[config.mk]
export PLATFORM = sky130hd
export DESIGN_NAME = sdr_init_seq
export DESIGN_NICKNAME = d
export VERILOG_FILES = /design/src/rtl/sdr_init_seq.sv
export SDC_FILE = /design/constraint.sdc
export NUM_CORES = 1
export LEC_CHECK = 0
export ABC_AREA = 1
export ABC_CLOCK_PERIOD_IN_PS = 3250
export BUFFER_PORTS_ARGS = -buffer_cell sky130_fd_sc_hd__buf_2
export CORE_UTILIZATION = 25
export DETAILED_ROUTE_END_ITERATION = 8
export PLACE_DENSITY = 0.38
export SYNTH_ARGS = -nofsm -noshare
export SYNTH_HDL_FRONTEND = slang
export SYNTH_SLANG_ARGS = --single-unit
[constraint.sdc]
create_clock -name sdram_clk -period 3.25 [get_ports sdram_clk]
set_clock_uncertainty 0.1 [all_clocks]
set_input_delay 0.325 -clock sdram_clk [delete_from_list [all_inputs] [get_ports sdram_clk]]
set_output_delay 0.325 -clock sdram_clk [all_outputs]
set_load 0.1 [all_outputs]
[src/rtl/sdr_init_seq.sv]
// SDRAM power-up sequencer: NOP hold, PRECHARGE ALL, NUM_REF x AUTO REFRESH, LOAD MODE REGISTER.
// Every bus output is a register loaded from the next-state decode, so commands are glitch-free.
module sdr_init_seq #(
  parameter int INIT_WAIT = 10000,
  parameter int TRP       = 3,
  parameter int TRFC      = 7,
  parameter int TMRD      = 2,
  parameter int NUM_REF   = 2
) (
  input  logic        sdram_clk,
  input  logic        sdram_resetn,
  input  logic        cfg_init_req,
  input  logic [12:0] cfg_mode_reg,
  output logic        sdr_cke,
  output logic        sdr_cs_n,
  output logic        sdr_ras_n,
  output logic        sdr_cas_n,
  output logic        sdr_we_n,
  output logic [1:0]  sdr_ba,
  output logic [12:0] sdr_addr,
  output logic        init_busy,
  output logic        init_done
);

  localparam int MAX_A = (INIT_WAIT > TRP) ? INIT_WAIT : TRP;
  localparam int MAX_B = (TRFC > TMRD) ? TRFC : TMRD;
  localparam int MAX_W = (MAX_A > MAX_B) ? MAX_A : MAX_B;
  localparam int CW    = (MAX_W > 1) ? $clog2(MAX_W + 1) : 1;

  // Wait states are entered only when the interval exceeds one cycle, so the
  // load values below are clamped to stay non-negative for interval = 1.
  localparam logic [CW-1:0] IW_LD   = CW'(INIT_WAIT - 1);
  localparam logic [CW-1:0] TRP_LD  = CW'((TRP  > 1) ? TRP  - 2 : 0);
  localparam logic [CW-1:0] TRFC_LD = CW'((TRFC > 1) ? TRFC - 2 : 0);
  localparam logic [CW-1:0] TMRD_LD = CW'((TMRD > 1) ? TMRD - 2 : 0);

  localparam logic [3:0] CMD_DESEL = 4'b1111;
  localparam logic [3:0] CMD_NOP   = 4'b0111;
  localparam logic [3:0] CMD_PRE   = 4'b0010;
  localparam logic [3:0] CMD_AREF  = 4'b0001;
  localparam logic [3:0] CMD_LMR   = 4'b0000;

  typedef enum logic [3:0] {
    S_IDLE, S_WAIT_PWR, S_PRECH, S_TRP_W, S_AREF, S_TRFC_W, S_LMR, S_TMRD_W, S_DONE
  } state_t;

  state_t        state_q, state_d;
  logic [CW-1:0] cnt_q, cnt_d;
  logic [2:0]    ref_q, ref_d;
  logic [12:0]   mode_q, mode_d;

  logic          cke_q, cke_d;
  logic [3:0]    cmd_q, cmd_d;
  logic [12:0]   addr_q, addr_d;
  logic          busy_q, busy_d;
  logic          done_q, done_d;

  always_comb begin
    // NOTE: every variable gets a default before the case so no path leaves it unassigned (no latches).
    state_d = state_q;
    cnt_d   = cnt_q;
    ref_d   = ref_q;
    mode_d  = mode_q;

    unique case (state_q)
      S_IDLE, S_DONE: begin
        if (cfg_init_req) begin
          state_d = S_WAIT_PWR;
          cnt_d   = IW_LD;
          mode_d  = cfg_mode_reg;
        end
      end
      S_WAIT_PWR: begin
        if (cnt_q == '0) state_d = S_PRECH;
        else             cnt_d   = cnt_q - CW'(1);
      end
      S_PRECH: begin
        ref_d = 3'(NUM_REF);
        cnt_d = TRP_LD;
        state_d = (TRP > 1) ? S_TRP_W : S_AREF;
      end
      S_TRP_W: begin
        if (cnt_q == '0) state_d = S_AREF;
        else             cnt_d   = cnt_q - CW'(1);
      end
      S_AREF: begin
        // ref_q still counts the refresh being issued now.
        ref_d = ref_q - 3'd1;
        cnt_d = TRFC_LD;
        if (TRFC > 1)            state_d = S_TRFC_W;
        else if (ref_q == 3'd1)  state_d = S_LMR;
        else                     state_d = S_AREF;
      end
      S_TRFC_W: begin
        if (cnt_q == '0) state_d = (ref_q == 3'd0) ? S_LMR : S_AREF;
        else             cnt_d   = cnt_q - CW'(1);
      end
      S_LMR: begin
        cnt_d   = TMRD_LD;
        state_d = (TMRD > 1) ? S_TMRD_W : S_DONE;
      end
      S_TMRD_W: begin
        if (cnt_q == '0) state_d = S_DONE;
        else             cnt_d   = cnt_q - CW'(1);
      end
      default: state_d = S_IDLE;
    endcase
  end

  // Output decode looks at the upcoming state so the registered bus lines up with it.
  always_comb begin
    cke_d  = (state_d != S_IDLE);
    cmd_d  = CMD_NOP;
    addr_d = '0;
    busy_d = (state_d != S_IDLE) && (state_d != S_DONE);
    done_d = (state_d == S_DONE);
    unique case (state_d)
      S_IDLE:  cmd_d = CMD_DESEL;
      S_PRECH: begin cmd_d = CMD_PRE; addr_d = 13'h400; end
      S_AREF:  cmd_d = CMD_AREF;
      S_LMR:   begin cmd_d = CMD_LMR; addr_d = mode_d; end
      default: cmd_d = CMD_NOP;
    endcase
  end

  // NOTE: sequential state uses non-blocking assignments only, so all registers update together.
  always_ff @(posedge sdram_clk or negedge sdram_resetn) begin
    if (!sdram_resetn) begin
      state_q <= S_IDLE;
      cnt_q   <= '0;
      ref_q   <= '0;
      mode_q  <= '0;
      cke_q   <= 1'b0;
      cmd_q   <= CMD_DESEL;
      addr_q  <= '0;
      busy_q  <= 1'b0;
      done_q  <= 1'b0;
    end else begin
      state_q <= state_d;
      cnt_q   <= cnt_d;
      ref_q   <= ref_d;
      mode_q  <= mode_d;
      cke_q   <= cke_d;
      cmd_q   <= cmd_d;
      addr_q  <= addr_d;
      busy_q  <= busy_d;
      done_q  <= done_d;
    end
  end

  assign sdr_cke   = cke_q;
  assign sdr_cs_n  = cmd_q[3];
  assign sdr_ras_n = cmd_q[2];
  assign sdr_cas_n = cmd_q[1];
  assign sdr_we_n  = cmd_q[0];
  assign sdr_ba    = 2'b00;
  assign sdr_addr  = addr_q;
  assign init_busy = busy_q;
  assign init_done = done_q;

endmodule

After elaboration in Yosys (flattened, before gate mapping)
Index checks and enable logic that the tools add are counted.
W data, S select, Z words.
{"block": "word_totals", "reg_bits": 54, "in_bits": 16, "output_inout_bits": 22, "word_cells": 52}
{"block": "op_classes", "add_sub_neg": 2, "n_eq_ne": 15, "muxes": 15, "n_reduce_logical": 11}
{"operator": "$pmux W14 S5", "count": 1}
{"operator": "$pmux W4 S8", "count": 1}
{"operator": "$mux W14", "count": 2}
{"operator": "$mux W13", "count": 2}
{"operator": "$pmux W13 S2", "count": 1}
{"operator": "$eq A4 B3 Y1 const B", "count": 6}
{"operator": "$mux W4", "count": 5}
{"operator": "$pmux W4 S4", "count": 1}
{"operator": "$logic_not A14 Y1", "count": 1}
{"operator": "$sub A14 B1 Y14 const B", "count": 1}
{"operator": "$eq A4 B2 Y1 const B", "count": 3}
{"operator": "$eq A4 B4 Y1 const B", "count": 2}
{"operator": "$logic_not A4 Y1", "count": 2}
{"operator": "$pmux W3 S2", "count": 1}
{"operator": "$reduce_bool A5 Y1", "count": 1}
{"operator": "$eq A4 B1 Y1 const B", "count": 1}
{"operator": "$ne A2 B2 Y1 const B", "count": 2}
{"operator": "$ne A4 B4 Y1 const B", "count": 1}
{"operator": "$reduce_bool A4 Y1", "count": 1}
{"operator": "$reduce_or A4 Y1", "count": 1}
{"operator": "$logic_not A3 Y1", "count": 1}
{"operator": "$reduce_and A3 Y1", "count": 1}
{"operator": "$sub A3 B1 Y3 const B", "count": 1}
{"operator": "$mux W2", "count": 1}
{"operator": "other kinds (3)", "count": 3}

Depth between registers and ports, before layout
{"block": "logic_depth", "depth_word": 6, "ltp_mapped": 11, "ltp_nobuf": 11}

Worst setup path after synthesis
OpenSTA, ideal clock, no wires.
{"block": "synth_timing", "path_type": "reg2reg", "start": "register cnt_q[0]", "end": "register cmd_q[2]", "setup_ns": 0.074, "arrival_ns": 1.392, "t_required_ns": 3.076, "slack_ns": 1.685, "stages_incl_launch_ff": 12, "n_path_buf": 0, "period_less_slack_ns": 1.565, "path_cell_list": "dfrtp_1 inv_1 ha_1 nand2_1 nor2_4 nand3_1 nand2_4 inv_6 nor2_4 nand2_1 nand2_1 nor2_1"}
{"block": "synth_via", "elab_chain_cells": 5, "elab_cells_between_ends": 11, "classes_between": "eq/ne: 3; mux: 6; reduce/logical: 2"}
{"item": "start, declared", "line": "48", "rtl": "logic [CW-1:0] cnt_q, cnt_d;"}
{"item": "start signal, assigned", "line": "140", "rtl": "cnt_q <= cnt_d;"}
{"item": "$logic_not A14 Y1 (*)"}
{"item": "$mux W4, on equally long branches"}
{"item": "$pmux W4 S8 (*)", "line": "65", "rtl": "unique case (state_q)"}
{"item": "net state_d[0]", "line": "47", "rtl": "state_t state_q, state_d;"}
{"item": "$eq A4 B3 Y1 (tied with other cells)", "line": "117", "rtl": "unique case (state_d)"}
{"item": "$pmux W4 S4 (*)", "line": "117"}
{"item": "net cmd_d[2]", "line": "53", "rtl": "logic [3:0] cmd_q, cmd_d;"}
{"item": "end signal, assigned", "line": "144", "rtl": "cmd_q <= cmd_d;"}
{"item": "end, declared", "line": "53"}
The timed path passes the listed nets; every way through them passes the cells marked *.
A chain may end at the register's enable or synchronous reset.

Final worst setup path
{"block": "layout_timing", "start": "register state_q[0]", "end": "register cmd_q[2]"}
{"block": "layout_via", "elab_chain_cells": 5, "elab_cells_between_ends": 21, "classes_between": "eq/ne: 11; mux: 7; reduce/logical: 3"}
{"item": "start, declared", "line": "47"}
{"item": "start signal, assigned", "line": "139", "rtl": "state_q <= state_d;"}
{"item": "$eq A4 B4 Y1 or $logic_not A4 Y1 (tied branches)", "line": "65"}
{"item": "$reduce_or A2 Y1", "line": "65"}
{"item": "$pmux W4 S8 (*)", "line": "65"}
{"item": "net state_d[0]", "line": "47"}
{"item": "$eq A4 B3 Y1 (tied with other cells)", "line": "117"}
{"item": "$pmux W4 S4 (*)", "line": "117"}
{"item": "net cmd_d[2]", "line": "53"}
Marks and branches as above.

==> out/results.ini <==
[sta]
tns_ps=0
fin_crit_sh=0.649
rsz0062_at_grt=false
setup-violations-final=0
maxSlewHeadroom=0.526
worst_slew_pin_slew_ps=711
hold_viol=0
min_period_ps=2110
timing.final.ws_setup_ps=1140
drv_slew=0
fmax_mhz=474

[logic_synthesis]
synthTopCellsByArea=dfrtp_1, nand2_1, inv_1, nor2_1, dfstp_2
ys_seq_area_frac=0.532
netlist.area_leader.share=0.491
yosysTopAreaCell=dfrtp_1
synth-edff-count=0
ys_async_sr_fraction=1.00
yosysWarnings=0
synth_top_flop_cell=dfrtp_1
synth_area_per_cell_um2=9.11
synthCells=280
ys_seq_elements=54
synth_area_um2=2550
synth_commonest_cells=dfrtp_1, nand2_1, inv_1
yosysUniqueCellTypes=37
yosysMostFrequentCell=dfrtp_1

[floorplanning]
start_util=0.260
fp.dieH_um=103
pin_count=38
die_w_um=103
die_area_um2=10600
core_area_um2=9820
num_rows=36

[clock_network]
post_cts_resized=0
numClockSinks=54
cts_tree=built
cts_buffers=5
ctsHoldBuffers=0
clock_latency_ps=310
root_buffer=clkbuf_8
htreeDepth=2
clkSlewWorstSetupHoldPaths_ps=110
postCtsSetupBuffers=0
cts.path.max_buffers=2

[placement]
globalplace.congestion=0.746
place_ws_ps=1140
numPortBuffers=35
hpwl_mm=3.82

[grt]
gr-total-overflow=0
track_usage=0.115
antenna_found_initial=0
grt_pass1_wl_mm=9.34
grt_pass1_vias=1862
grt_start_max_net_pins=55

[detailed_routing]
drt_iter0_markers=58
wl_mm=5.47
postRouteAntennaNets=0
post_drt_wl_per_cell_um=12.1
dr_total_vias=1875
drcViolationCount=0
drt_first_pass_iters=4
via_per_inst=4.16

[final_layout]
nFillCells=1079
drive_above_1_share=0.264
syn_to_final_growth_pct=15.2
antenna_cells=0
finish.utilization=0.299
fin_nets=337

[critical_path]
worstPathArrival_ps=2270
cp_data_required_time_ps=3410
worst_setup_path_start_kind=flip-flop
worstSetupEndpointType=flip-flop
critPathMaxFanout=14
critPathKind=reg -> reg

[run_status]
status=completed

[flow_run]
drv_cap=0

[pwr]
ir_worst_vdd_mv=0.261
power_density_nw_per_um2=800
leakagePower_uw=0.00146

[worst_hold_path]
min_path_type=in -> async

## where the power goes
group	internal [uW]	switching, uW	leakage, uW
sequential	861	117	0.000664
clock	161	254	0.0000502
combinational	321	635	0.000743
total	1340	1010	0.00146
## final cells by class
| cell class | count | area (um2) | share of cell area |
|---|---|---|---|
| clock buffers | 5 | 68.8 | 0.0234 |
| clock inverters | 3 | 28.8 | 0.00980 |
| inverters | 45 | 176 | 0.0601 |
| multi-input cells | 175 | 957 | 0.326 |
| flip-flops and latches | 54 | 1360 | 0.462 |
| well taps | 133 | 166 | 0.0567 |
| repair buffers | 36 | 183 | 0.0622 |
## path summary, 6_finish.rpt
check,from,to,slack (ps),cells past startpoint
max,state_q[0]$_DFF_PN0_,cmd_q[2]$_DFF_PN1_,1140,9
min,sdram_resetn,sdr_addr[0]$_DFF_PN0_,30,2
max reg2reg,state_q[0]$_DFF_PN0_,cmd_q[2]$_DFF_PN1_,1140,9
min reg2reg,mode_q[10]$_DFF_PN0_,mode_q[10]$_DFF_PN0_,390,2
max in group asynchronous,sdram_resetn,cnt_q[6]$_DFFE_PN0P_,2550,2
min in group sdram_clk,cfg_mode_reg[3],mode_q[3]$_DFF_PN0_,120,3
## layout by cell type (no fill, tap or decap), drive strengths merged
cell	n
dfrtp	50
xnor2	1
nor2	45
a21oi	5
a31oi	1
buf	36
a22oi	3
clkbuf	5
ha	4
o21ai	20
nand4	3
a21o	1
a32oi	1
nor3	2
o21bai	1
inv	46
nand2	46
or2	12
conb	2
nand3	19
dfstp	4
o22ai	1
xor2	3
o2bb2ai	2
clkinv	2
o31ai	3
## cells by family after synthesis
kind of cell	count (synthesis)	share of synthesized area
fa+ha+maj	4	0.0196
buf+inv	52	0.0942
simple gates	127	0.243
compound gates	38	0.0957
xor+xnor	4	0.0137
other cells	1	0.00147
flops	54	0.532
## flip-flops by register name, summed over array words and instances, names as in the netlist
register   count
sdr_addr      13
init_busy      1
cnt_q         14
sdr_cke        1
init_done      1
state_q        4
cmd_q          4
ref_q          3
mode_q        13
## per-layer routing
metal	part of all wire	track usage
met5	0	0
met4	0.0093	0.0325
met3	0.039	0.0251
met2	0.47	0.190
met1	0.48	0.150
## through the flow
step	instances	power [uW]	cell area [um2]	hold WS, ps
after global placement	443	1970	2840	367
after global routing	451	2570	2940	83.1
final	451	2350	2940	28.9
after CTS	451	2390	2940	65.5
after floorplan	281	1770	2550	-70.6
after detailed placement	443	1960	2840	363
## critical path, stage by stage, from the launching register on
cell,delay (ps)
dfrtp_1,510
inv_2,100
nor2_2,470
nand3_1,250
nand2_4,230
inv_6,80
nor2_4,130
nand2_1,60
nand2_1,80
nor2_1,40
Note: power is estimated with default switching activity, not from simulation.
